[src/rtl/addr_pkg.sv]
// Shared encodings for the coefficient address sequencer and its controller.
// Latency: n/a (constants and types only).
// Backpressure: n/a.
package addr_pkg;

    localparam logic [1:0] MODE_DECODE   = 2'd0;
    localparam logic [1:0] MODE_ENCODE   = 2'd1;
    localparam logic [1:0] MODE_STANDARD = 2'd2;
    localparam logic [1:0] MODE_BITREV   = 2'd3;

    typedef enum logic {
        IDLE = 1'b0,
        RUN  = 1'b1
    } state_t;

endpackage

[src/rtl/addr_permute.sv]
// Maps a linear coefficient index to a RAM address using the selected bit permutation.
// Latency: purely combinational, zero cycles.
// Backpressure: none, output follows inputs.
module addr_permute
    import addr_pkg::*;
#(
    parameter int AW  = 6,
    parameter int ROT = 2
) (
    input  logic [1:0]    mode,
    input  logic [AW-1:0] idx,
    output logic [AW-1:0] addr
);

    logic [AW-1:0] rot_l;
    logic [AW-1:0] rot_r;
    logic [AW-1:0] rev;

    assign rot_l = {idx[AW-1-ROT:0], idx[AW-1:AW-ROT]};
    assign rot_r = {idx[ROT-1:0], idx[AW-1:ROT]};

    // Full-width bit reversal: output bit i takes index bit AW-1-i.
    always_comb begin
        rev = '0;
        for (int i = 0; i < AW; i++) begin
            rev[i] = idx[AW-1-i];
        end
    end

    // Select the permutation for the requested transfer order.
    always_comb begin
        addr = idx;
        case (mode)
            MODE_DECODE:   addr = rot_l;
            MODE_ENCODE:   addr = rot_r;
            MODE_STANDARD: addr = idx;
            MODE_BITREV:   addr = rev;
            default:       addr = idx;
        endcase
    end

endmodule

[src/rtl/addr_sequencer.sv]
// Sweeps index 0..len and emits permuted RAM addresses, one per accepted handshake.
// Latency: start in cycle t gives the first valid address in t+1; one address per cycle at full rate.
// Backpressure: addr/last/addr_valid hold while addr_ready is low; valid is never withdrawn.
module addr_sequencer
    import addr_pkg::*;
#(
    parameter int AW  = 6,
    parameter int ROT = 2
) (
    input  logic          clk,
    input  logic          rst,
    input  logic          start,
    input  logic [1:0]    mode,
    input  logic [AW-1:0] len,
    output logic [AW-1:0] addr,
    output logic          addr_valid,
    input  logic          addr_ready,
    output logic          last,
    output logic          busy,
    output logic          done
);

    state_t        state_q;
    logic [AW-1:0] cnt_q;
    logic [AW-1:0] len_q;
    logic [1:0]    mode_q;
    logic [AW-1:0] addr_q;
    logic          vld_q;
    logic          last_q;
    logic          busy_q;
    logic          done_q;

    logic [1:0]    perm_mode;
    logic [AW-1:0] perm_idx;
    logic [AW-1:0] addr_d;
    logic          accept;

    // In IDLE the permuter sees the incoming mode and index 0 so the first
    // address can be loaded on the start cycle; in RUN it sees the latched mode.
    assign perm_mode = (state_q == IDLE) ? mode : mode_q;
    assign perm_idx  = (state_q == IDLE) ? '0   : cnt_q;
    assign accept    = vld_q & addr_ready;

    addr_permute #(
        .AW  (AW),
        .ROT (ROT)
    ) u_permute (
        .mode (perm_mode),
        .idx  (perm_idx),
        .addr (addr_d)
    );

    // Sweep FSM with registered outputs; done is a single-cycle pulse.
    always_ff @(posedge clk) begin
        if (rst) begin
            state_q <= IDLE;
            cnt_q   <= '0;
            len_q   <= '0;
            mode_q  <= '0;
            addr_q  <= '0;
            vld_q   <= 1'b0;
            last_q  <= 1'b0;
            busy_q  <= 1'b0;
            done_q  <= 1'b0;
        end else begin
            done_q <= 1'b0;
            case (state_q)
                IDLE: begin
                    if (start) begin
                        mode_q  <= mode;
                        len_q   <= len;
                        cnt_q   <= {{(AW-1){1'b0}}, 1'b1};
                        addr_q  <= addr_d;
                        vld_q   <= 1'b1;
                        busy_q  <= 1'b1;
                        last_q  <= (len == '0);
                        state_q <= RUN;
                    end
                end
                RUN: begin
                    if (accept) begin
                        if (last_q) begin
                            addr_q  <= '0;
                            vld_q   <= 1'b0;
                            last_q  <= 1'b0;
                            busy_q  <= 1'b0;
                            done_q  <= 1'b1;
                            state_q <= IDLE;
                        end else begin
                            // Counter may wrap at full depth; it is unused once last is set.
                            addr_q <= addr_d;
                            last_q <= (cnt_q == len_q);
                            cnt_q  <= cnt_q + 1'b1;
                        end
                    end
                end
                default: state_q <= IDLE;
            endcase
        end
    end

    assign addr       = addr_q;
    assign addr_valid = vld_q;
    assign last       = last_q;
    assign busy       = busy_q;
    assign done       = done_q;

endmodule

[config.mk]
export PLATFORM = sky130hd
export DESIGN_NAME = addr_sequencer
export DESIGN_NICKNAME = d
export VERILOG_FILES = /design/src/rtl/addr_pkg.sv /design/src/rtl/addr_permute.sv /design/src/rtl/addr_sequencer.sv
export SDC_FILE = /design/constraint.sdc
export NUM_CORES = 1
export LEC_CHECK = 0
export CORE_ASPECT_RATIO = 0.7
export CORE_MARGIN = 2
export CORE_UTILIZATION = 31
export CTS_BUF_LIST = sky130_fd_sc_hd__clkbuf_16
export CTS_CLUSTER_DIAMETER = 40
export DETAILED_ROUTE_END_ITERATION = 6
export GPL_TIMING_DRIVEN = 0
export PLACE_DENSITY = 0.56
export SYNTH_ARGS = -nofsm -noshare
export SYNTH_HDL_FRONTEND = slang
export SYNTH_SLANG_ARGS = --single-unit
[constraint.sdc]
create_clock -name clk -period 1.24 [get_ports clk]
set_input_delay 0.248 -clock clk [delete_from_list [all_inputs] [get_ports clk]]
set_output_delay 0.248 -clock clk [all_outputs]
set_load 0.1 [all_outputs]
Yosys cells after proc, flatten, opt, wreduce, memory -nomap -nowiden. Index checks and enable logic that the tools add are counted.

Logic and storage cells: 51. Register bits: 24. Bits of input ports: 12. Output and inout bits: 10.

Eq/ne operators: 8. Add/sub/neg operators: 1. Bitwise logic cells: 3. Reductions and logical operators: 7. Mux-type cells: 24.

Operators with widths (number): $mux 6 (7); $pmux 6 s2 (2); $pmux 6 s4 (1); $mux 1 (10); $add 6x1->6 const B (1); $eq 6x6->1 (1); $logic_not 6->1 (1); $pmux 1 s2 (3); $reduce_and 3->1 (2); $eq 2x2->1 const B (2); $ne 2x1->1 const B (2); $ne 2x2->1 const B (2); $reduce_and 2->1 (2); $reduce_or 3->1 (1); $eq 2x1->1 const B (1); $logic_not 2->1 (1); $mux 2 (1); $not 1->1 (2); $and 1x1->1 (1).

Logic depth before layout (Yosys ltp).
Word-level depth: 6. Gate-level depth with buffers: 5. Mapped depth without buffers: 4.

By module. A second synthesis with hierarchy kept.

Cells, all modules: 131. Area, all modules: 1244.9 µm².

Modules (own cells, without submodules): addr_sequencer (sequential area each 480.5 µm², area an instance 1087.3 µm², cells each 123, times used 1); addr_permute (sequential area each 0.0 µm², area an instance 157.7 µm², cells each 8, times used 1).

Least setup slack after synthesis. Ideal clock, no wire load.

Path type: reg2reg. From: register last_q (netlist: last). To: register cnt_q[4]. Clock period less this slack: 2.001 ns. Setup time: 0.131 ns. Stages on the path, launching flop included: 6. Path slack: -0.761 ns. Required time: 1.109 ns. Buffers on the path: 1. Arrival: 1.870 ns. Cell sequence: dfxtp_1 and4b_1 buf_2 o2111ai_1 xor2_1 nor3_2.

Longest elaborated chain between the ends: 2.

Ends and longest elaborated chain: start, declared (RTL line addr_sequencer.sv:29) `logic last_q;`; start signal, assigned (RTL line addr_sequencer.sv:76) `last_q <= (len == '0);`; start signal, assigned (RTL line addr_sequencer.sv:92) `last_q <= (cnt_q == len_q);`; $ne 2x2->1 (no source line); $reduce_and 3->1 (no source line); end signal, assigned (RTL line addr_sequencer.sv:72) `cnt_q <= {{(AW-1){1'b0}}, 1'b1};`; end signal, assigned (RTL line addr_sequencer.sv:93) `cnt_q <= cnt_q + 1'b1;`; end, declared (RTL line addr_sequencer.sv:24) `logic [AW-1:0] cnt_q;`.

Every way passes these cells. A chain may end at the register's enable or synchronous reset.

Final worst setup path.
From: register state_q. To: register addr_q[1] (netlist: addr[1]).

Longest elaborated chain between the ends: 6. Elaborated cells between the ends (all ways): 15. Classes of those cells: eq/ne (5); mux (7); bitwise (1); reduce/logical (2).

Ends and longest elaborated chain: start, declared (RTL line addr_sequencer.sv:23) `state_t state_q;`; start signal, assigned (RTL line addr_sequencer.sv:56) `state_q <= IDLE;`; start signal, assigned (RTL line addr_sequencer.sv:77) `state_q <= RUN;`; start signal, assigned (RTL line addr_sequencer.sv:88) `state_q <= IDLE;`; $mux 2 (RTL line addr_sequencer.sv:40) `assign perm_mode = (state_q == IDLE) ? mode : mode_q;`; $eq 2x2->1 (tied with other cells) (RTL line addr_permute.sv:33) `case (mode)`; $pmux 6 s4 (RTL line addr_permute.sv:33); $mux 6 (RTL line addr_sequencer.sv:82) `if (last_q) begin`; $mux 6 (RTL line addr_sequencer.sv:81) `if (accept) begin`; $pmux 6 s2 (RTL line addr_sequencer.sv:67) `case (state_q)`; end signal, assigned (RTL line addr_sequencer.sv:73) `addr_q <= addr_d;`; end signal, assigned (RTL line addr_sequencer.sv:91) `addr_q <= addr_d;`; end, declared (RTL line addr_sequencer.sv:27) `logic [AW-1:0] addr_q;`.

Parallel ways exist; a longest one is shown, timed or not. The select of a mux whose other input is x is not followed.

==> qor.csv <==
metric,value,unit
fin_nets,194,
first_pass_iters,4,
cp_num_buf_inv,0,
p_leak,0.7212,nW
drc_errors,0,
syn_nets,159,
grt_use_total,0.1677,
ff2ff_path_depth,4,
drv_slew,0,
die_width,80.47,um
drt-total-wl,3.623,mm
synthArstFlopShare,0,
overflow,0,
dieArea,4629,um2
place_hpwl,2.411,mm
dp_slack,-0.6816,ns
antenna_found_initial,0,
pwr-share-seq,0.418,
ys_ff_latch,24,
synth_area,1269,um2
grt_max_degree,14,
ys.flop_type,dfxtp_1,
cts_hold_buf,0,
end_kind,register,
p_per_area,1074,nW/um2
critical_path_class,reg2reg,
diodes,0,
ir_drop,545.9,uV
rsz0062_at_grt,true,
synth-edff-count,0,
root_buffer,clkbuf_16,
critical-path-slowest-cell,dfxtp_4,
r2r_start,state_q$_SDFF_PP0_,
yosys_warnings,0,
finalClockSkew,0.004214,ns
areaGrowthSynthToFinish,46.55,%
cp_max_fo,8,
ys_seq_area_frac,0.3787,
internal_power,1.418,mW
initial_core_util,0.3234,
min_period,1.342,ns
finalHoldViolCount,0,
pin_count,22,
status,"complete, but fails checks",
cp.required,1.39,ns
fin_ws,-0.1024,ns
avgRoutedWirePerCell,15.62,um
viasPerCell,5.237,
timing.rr.end,addr[1]$_SDFFE_PP0P_,
cts.sinks,24,
hp-start,mode[1],
num_vias,1215,
power_frac_clock,0.356,
regToRegSetupSlack,-0.10,ns
postRouteAntennaNets,0,
layout_commonest_cell,buf_4,
drv_cap,0,
slew_headroom,0.7960,
grt_pass1_vias,1162,
swShare,0.2899,
pwr-share-comb,0.225,
crit_path_start_kind,register,
place.gp.congestion,0.7548,
numPortBuffers,21,
grt_pass1_wl,5.913,mm
cts_buffer_depth,2,
drt_iter0_drc,115,
setup_viol,18,
hold_depth,3,
final_util,0.4740,
fp.coreArea,3923,um2
crit_chain,nor3b_4 -> nor2_4 -> mux2_4 -> a22o_1,
arrival,1.49,ns
die_y,57.53,um
p_sw,0.5789,mW
avgSynthCellArea,8.690,um2
cts-htree-levels,1,
clock.fmax,0.7449,GHz
drive_gt1_frac,0.4111,
violations,setup timing,
slowest_delay,0.41,ns
holdWs,0.4199,ns
num_rows,19,
clock_latency,0.26,ns
ys_types,45,
cts_tree,built,
hold_class,in2reg,
finalCritPeriodShare,1.083,
cp_top_family,flip-flops,
layout_common_cells,"buf_4 (21), nand2_1 (20), dfxtp_1 (12), a21oi_1 (11)",
tightest_slew,0.3044,ns
clk_pin_slew,0.07,ns
numCtsBuffers,3,
synthCells,146,
hold_end,mode_q[1]$_SDFFE_PP0P_,
flip-flops by register name (all words and copies together), names as in the netlist:
signal   count
busy         1
done         1
len_q        6
state_q      1
cnt_q        6
mode_q       2
addr         6
last         1
routing by layer:
layer  track usage  routed length, um  vias up  share of wire
met3       0.04114                172        4          0.047
li1              -                  -      592              -
met1        0.2332               1748      589           0.48
met2        0.2690               1676       30           0.46
met5             0                  0        -              0
met4       0.02906                 25        0         0.0069
worst max-delay path by stage:
| stage | cells after the start | slack (ns) | end | start |
|---|---|---|---|---|
| finish | 4 | -0.10 | addr[1]$_SDFFE_PP0P_ | state_q$_SDFF_PP0_ |
| global route | 4 | -0.13 | addr[1]$_SDFFE_PP0P_ | state_q$_SDFF_PP0_ |
| CTS | 4 | -0.09 | addr[1]$_SDFFE_PP0P_ | state_q$_SDFF_PP0_ |
| detailed placement | 4 | -0.68 | len_q[1]$_SDFFE_PP0P_ | rst |
| global placement | 4 | -0.64 | addr[5]$_SDFFE_PP0P_ | rst |
| floorplan | 5 | -0.19 | cnt_q[4]$_SDFFE_PP0P_ | last$_SDFFE_PP0P_ |
worst reg2reg max path, stage by stage (launching register included):
cell     delay [ns]
dfxtp_4        0.41
nor3b_4        0.28
nor2_4         0.07
mux2_4         0.30
a22o_1         0.18
layout make-up:
cell class / count / area (um2)
well taps: 52 / 65.06
clock buffers: 3 / 75.07
multi-input cells: 105 / 813.3
inverters: 5 / 18.77
plain buffers: 11 / 108.9
flip-flops and latches: 24 / 508.0
clock inverters: 1 / 3.754
fillers: 380 / 2063
repair buffers: 31 / 266.5
kinds of logic (layout without fill, tap and decap cells):
kind of cell / count (synthesis) / in the layout / synth area share
flops: 24 / 24 / 0.3787
simple gates: 57 / 57 / 0.2387
xor+xnor: 10 / 10 / 0.06903
fa+ha+maj: 1 / 1 / 0.009860
compound gates: 34 / 34 / 0.1982
mux: 3 / 3 / 0.04043
buf+inv: 17 / 51 / 0.06510
Yosys cell counts (all sizes together), types with 3 or more instances:
library cell  count  share of area
nand3             7          0.028
nor3              9          0.043
dfxtp            24           0.38
inv               5          0.015
o21ai             5          0.023
nor3b             4          0.036
xnor2             5          0.035
nor2              7          0.023
buf              10          0.044
xor2              5          0.035
a21oi            11          0.043
a32o              3          0.024
nand2            22          0.065
per-stage QoR:
stage,TNS (ns),total power [mW],instance area (um2),cells
floorplan,-0.8677,1.105,1316,146
global placement,-15.83,1.213,1592,219
detailed placement,-16.44,1.224,1592,219
CTS,-0.4477,1.991,1790,230
global route,-1.891,2.079,1859,232
finish,-1.039,1.997,1859,232
repair_timing:
item | in CTS | in global routing
buffers inserted | 8 | 2
setup endpoints to repair | 31 | 23
pin swaps | 6 | 3
resized for setup | 94 | 13
power by group through the flow:
| stage | registers, mW | clock network [mW] | logic (mW) |
|---|---|---|---|
| 2_1_floorplan | 0.917 | 0 | 0.188 |
| 3_3_place_gp | 0.849 | 0 | 0.363 |
| 3_5_place_dp | 0.852 | 0 | 0.371 |
| 4_1_cts | 0.834 | 0.728 | 0.430 |
| 5_1_grt | 0.839 | 0.758 | 0.483 |
| 6_report | 0.835 | 0.712 | 0.450 |
No activity file was read; power rests on OpenSTA's default activity.
